## src/rtl/booth_seq_mult.sv

```systemverilog
// rtl/booth_seq_mult.sv - sequential radix-4 Booth multiplier, one digit per clock
//
// Purpose: multiplies coefficient ia by sample ib for the FIR tap datapath.
// A start/done handshake connects the fetch stage upstream to the tap
// accumulator downstream. A step counter walks the Booth digits, one per
// clock, through a single digit adder.
//
// Optional feature macro: BOOTH_UNSIGNED_EN
//   defined   - operands are unsigned; one extra digit, odone one cycle later
//   undefined - operands are two's complement (default)
//
// Ports:
//   iclk    in   1          system clock, rising edge
//   irst_n  in   1          asynchronous active-low reset
//   istart  in   1          start request, sampled only in IDLE
//   ia      in   WIDTH      multiplicand (coefficient)
//   ib      in   WIDTH      multiplier (sample)
//   obusy   out  1          high in RUN and DONE
//   odone   out  1          one-cycle pulse, oprod valid while high
//   oprod   out  2*WIDTH    registered product, held until next completion
//   ocnt    out  CW         current digit index

module booth_seq_mult #(
    parameter int WIDTH = 8,
    parameter int CW    = $clog2(WIDTH/2+2)
) (
    input  logic                 iclk,
    input  logic                 irst_n,
    input  logic                 istart,
    input  logic [WIDTH-1:0]     ia,
    input  logic [WIDTH-1:0]     ib,
    output logic                 obusy,
    output logic                 odone,
    output logic [2*WIDTH-1:0]   oprod,
    output logic [CW-1:0]        ocnt
);

    localparam int PW = 2*WIDTH;
`ifdef BOOTH_UNSIGNED_EN
    // Zero-extending B by two bits adds a top digit {0,0,B[WIDTH-1]}.
    localparam int NDIG = WIDTH/2 + 1;
`else
    localparam int NDIG = WIDTH/2;
`endif
    localparam logic [CW-1:0] LAST_IDX = CW'(NDIG-1);

    typedef enum logic [1:0] {
        S_IDLE,
        S_RUN,
        S_DONE
    } state_t;

    state_t             r_state;
    state_t             w_state_nxt;

    // r_a is the multiplicand pre-shifted by 2i, so each digit only needs
    // 0, +-A or +-2A of the current register value.
    logic [PW-1:0]      r_a;
    logic [PW-1:0]      r_acc;
    logic [PW-1:0]      r_prod;
    // r_b shifts right two bits per digit; r_bm1 carries B[2i-1].
    logic [WIDTH-1:0]   r_b;
    logic               r_bm1;
    logic [CW-1:0]      r_cnt;

    logic [PW-1:0]      w_a_ext;
    logic [2:0]         w_trip;
    logic [PW-1:0]      w_term;
    logic [PW-1:0]      w_acc_nxt;
    logic               w_last;

`ifdef BOOTH_UNSIGNED_EN
    assign w_a_ext = {{WIDTH{1'b0}}, ia};
`else
    assign w_a_ext = {{WIDTH{ia[WIDTH-1]}}, ia};
`endif

    assign w_trip    = {r_b[1], r_b[0], r_bm1};
    assign w_last    = (r_cnt == LAST_IDX);
    assign w_acc_nxt = r_acc + w_term;

    always_comb begin
        w_term = '0;
        case (w_trip)
            3'b001, 3'b010: w_term = r_a;
            3'b011:         w_term = r_a << 1;
            3'b100:         w_term = -(r_a << 1);
            3'b101, 3'b110: w_term = -r_a;
            default:        w_term = '0;
        endcase
    end

    always_ff @(posedge iclk or negedge irst_n) begin
        if (!irst_n) begin
            r_state <= S_IDLE;
        end else begin
            r_state <= w_state_nxt;
        end
    end

    always_comb begin
        w_state_nxt = r_state;
        obusy       = 1'b0;
        odone       = 1'b0;
        case (r_state)
            S_IDLE: begin
                if (istart) begin
                    w_state_nxt = S_RUN;
                end
            end
            S_RUN: begin
                obusy = 1'b1;
                if (w_last) begin
                    w_state_nxt = S_DONE;
                end
            end
            S_DONE: begin
                obusy       = 1'b1;
                odone       = 1'b1;
                w_state_nxt = S_IDLE;
            end
            default: begin
                w_state_nxt = S_IDLE;
            end
        endcase
    end

    always_ff @(posedge iclk or negedge irst_n) begin
        if (!irst_n) begin
            r_a    <= '0;
            r_b    <= '0;
            r_bm1  <= 1'b0;
            r_acc  <= '0;
            r_prod <= '0;
            r_cnt  <= '0;
        end else begin
            case (r_state)
                S_IDLE: begin
                    r_cnt <= '0;
                    if (istart) begin
                        r_a   <= w_a_ext;
                        r_b   <= ib;
                        r_bm1 <= 1'b0;
                        r_acc <= '0;
                    end
                end
                S_RUN: begin
                    r_acc <= w_acc_nxt;
                    r_a   <= r_a << 2;
                    r_b   <= r_b >> 2;
                    r_bm1 <= r_b[1];
                    r_cnt <= r_cnt + CW'(1);
                    if (w_last) begin
                        r_prod <= w_acc_nxt;
                    end
                end
                S_DONE: begin
                    // DONE always returns to IDLE, where the count reads 0.
                    r_cnt <= '0;
                end
                default: begin
                    r_cnt <= '0;
                end
            endcase
        end
    end

    assign oprod = r_prod;
    assign ocnt  = r_cnt;

endmodule
```

## config.mk

```make
export PLATFORM = sky130hd
export DESIGN_NAME = booth_seq_mult
export DESIGN_NICKNAME = d
export VERILOG_FILES = /design/src/rtl/booth_seq_mult.sv
export SDC_FILE = /design/constraint.sdc
export NUM_CORES = 1
export LEC_CHECK = 0
export CELL_PAD_IN_SITES_DETAIL_PLACEMENT = 0
export CELL_PAD_IN_SITES_GLOBAL_PLACEMENT = 1
export CORE_ASPECT_RATIO = 0.6
export CORE_UTILIZATION = 40
export CTS_CLUSTER_DIAMETER = 100
export CTS_CLUSTER_SIZE = 20
export DETAILED_ROUTE_END_ITERATION = 10
export PLACE_DENSITY = 0.76
export SLEW_MARGIN = 10
export SYNTH_ARGS = -nofsm -noshare
export SYNTH_HDL_FRONTEND = slang
export SYNTH_SLANG_ARGS = --single-unit
```

## constraint.sdc

```tcl
create_clock -name iclk -period 3.85 [get_ports iclk]
set_input_delay 0.77 -clock iclk [delete_from_list [all_inputs] [get_ports iclk]]
set_output_delay 0.77 -clock iclk [all_outputs]
set_load 0.02 [all_outputs]
```

==> flow_summary.yaml <==
run_status:
  status: "complete, no violations"
yosys:
  synth_area_leaders: "dfrtp_1 37%, nand2_1 6.6%, o21ai_0 6.6%, ha_1 6.3%, a21oi_1 4.1%"
  yosysWarnings: 0
  synth_top_cell_by_area: "dfrtp_1"
  netlist_instances: 489
  synth_top_area_share_pct: 37.10
  synth_enable_flop_cells: 0
  syn-num-nets: 530
  syn_area_per_cell_sq_um: 8.551
  ys_seq_elements: 62
  synth.distinct_cells: 54
  synth_seq_area_share_pct: 37.10
  synth.top_cells.by_count: "74 x nand2_1, 62 x dfrtp_1, 55 x o21ai_0, 36 x nor2_1, 34 x a21oi_1"
  syn_area_sq_um: 4182
  yosysMostFrequentCell: "nand2_1"
  yosys_most_used_dff: "dfrtp_1"
  asyncSetResetFlopFracSynth_pct: 100.0
hold_path:
  hold_path_class: "reg -> reg"
critical_path:
  path_cells: "inv_2 > ha_4 > nor3b_4 > nand4b_1 > or3_4 > nand2_4 > xor2_2 > o22ai_1 > o21a_1 > ha_4 > or2_2 > a31oi_1 > a21o_1 > o211ai_1 > xnor2_2 > xnor2_1 > o21ai_1"
  critPathKind: "reg -> reg"
  critPathSlowestCell: "dfrtp_1"
  cp_top_family: "simple AND/OR/NAND/NOR gates"
  end_kind: "flop"
  cp_max_fo: 4
  path_buf_inv: 1
  crit_arrival_ps: 3820
  critical_path_required_ps: 4030
  cpMostUsedCell: "ha_4"
  crit_path_start_kind: "flop"
  critPathMaxStageDelay_ps: 410
place:
  dp_hpwl_mm: 8.555
  io_buffers: 39
  gp_congestion: 0.9005
sta:
  hold_viol: 0
  maxSlewViolCount: 0
  setup_tns_ps: 0
  max-slew-margin-rel_pct: 44.91
  period_needed_ps: 3641
  setup_viol: 0
  min_period_over_period_pct: 94.58
  clock.fmax_mhz: 274.6
  skew_ps: 6.431
  worst_pin_slew_ps: 824.4
floorplan:
  die_y_um: 81.20
  dieArea_sq_um: 10880
  core_sq_um: 10020
  ios: 40
  die_w_um: 134.0
  initial_core_util_pct: 41.73
  rows: 28
final_layout:
  register_area_sq_um: 1553
  nNetsFinal: 582
  area_growth_pct: 28.58
  drive_gt1_share_pct: 17.03
  multi_input_area_sq_um: 2580
  diodes: 0
  fillCellCount: 915
detailed_routing:
  drtPass1Iterations: 5
  drtIter0Drc: 268
  post-route-drc-count: 0
  drt-total-wl_mm: 11.56
  wl_per_cell_um: 16.97
  antenna_left: 0
  vias: 3794
  viasPerCell: 5.571
global_route:
  antenna_found_initial: 0
  grt_usage_pct: 23.08
  grt_max_degree: 42
  grt_pass1_vias: 3583
  grt_overflow_total: 0
  grt_pass1_wl_mm: 19.28
clock_tree:
  clockBufferDepth: 2
  cts_hold_buf: 0
  clk_pin_slew_ps: 60
  cts_tree: "yes"
  root_buffer: "clkbuf_16"
  cts_buffers: 9
  clock-sinks: 62
  cts.htree.levels: 3
  clkLatencyLatePin_ps: 340
run:
  cap_violations: 0
## final timing paths
| path | endpoint | from | cells after the start | slack (ps) |
|---|---|---|---|---|
| worst max-delay path | oprod[15] | r_a[1] | 17 | 210 |
| worst min-delay path | ocnt[0] | ocnt[0] | 1 | 460 |
| worst max register to register | oprod[15] | r_a[1] | 17 | 210 |
| worst min register to register | ocnt[0] | ocnt[0] | 1 | 460 |
| max in group asynchronous | r_a[9] | irst_n | 2 | 2450 |
| min in group asynchronous | oprod[3] | irst_n | 1 | 500 |
## metrics by stage
stage / worst slack, ps / instances / utilization, % / hold slack, ps / cell area [sq um]
2_1_floorplan: 257.9 / 489 / - / 449.6 / 4182
4_1_cts: 0.3220 / 674 / 51.94 / 466.6 / 5204
3_5_place_dp: 8.712 / 658 / 48.34 / 452.4 / 4843
5_1_grt: -2.006 / 681 / 53.66 / 505.2 / 5376
6_report: 208.6 / 681 / 53.66 / 455.8 / 5376
3_3_place_gp: 61.07 / 658 / 48.34 / 450.6 / 4843
## flip-flops by register name, indices dropped and copies added (netlist names)
register and count:
oprod 16, r_a 16, r_acc 16, r_b 8, ocnt 3, r_state 2, r_bm1 1
## area by class of cell
cell class | instances | share of cell area [%]
clock buffer | 10 | 4.445
multi-input combinational | 381 | 47.99
sequential | 62 | 28.88
inverter | 11 | 0.7680
timing repair buffer | 76 | 12.64
clock inverter | 6 | 2.141
tap | 135 | 3.142
## per-layer routing
metal	vias up	global-route usage (%)	routed length, um
met1	1824	35.49	6147
met4	0	5.682	123
met3	12	4.619	637
met2	114	32.23	4651
met5	-	0	0
li1	1844	-	-
## kinds of logic (layout without fill, tap and decap cells)
| logic type | after synthesis | in the layout | share of synthesized area (%) |
|---|---|---|---|
| AO/OA/AOI/OAI | 150 | 150 | 22.17 |
| XOR/XNOR | 27 | 27 | 5.655 |
| adder cells (fa/ha/maj) | 22 | 22 | 6.762 |
| buffers and inverters | 46 | 103 | 4.369 |
| flip-flops | 62 | 62 | 37.10 |
| multiplexers | 28 | 28 | 7.032 |
| AND/OR/NAND/NOR | 154 | 154 | 16.91 |
## layout by cell type, fill, tap and decap left out, types with 4 or more instances in the layout
cell type	Yosys	routed
dfrtp_1	62	61
xor2_1	11	10
nand2_1	74	73
nor2b_1	4	4
nor2_1	36	34
o21a_1	4	4
ha_1	21	17
a22o_1	13	13
inv_1	11	9
nor3_1	6	4
xnor2_1	16	15
a31oi_1	6	6
nand3_1	8	7
a21oi_1	34	33
mux2i_1	17	17
o21ai_1	1	9
o21ai_0	55	46
a21o_1	8	8
clkbuf_16	0	9
clkdlybuf4s50_1	0	38
o211ai_1	4	4
buf_4	0	35
mux2_2	11	11
## what timing repair did
item / 4_1_cts / 5_1_grt
pin swaps: 0 / 8
resized for setup: 1 / 35
setup endpoints to repair: 2 / 13
hold endpoints to repair: 0 / 0
buffers inserted: 0 / 7
Power is left out: the tool's default activity adds up to more than one toggle a clock period on the data nets, which glitch-free logic cannot reach.
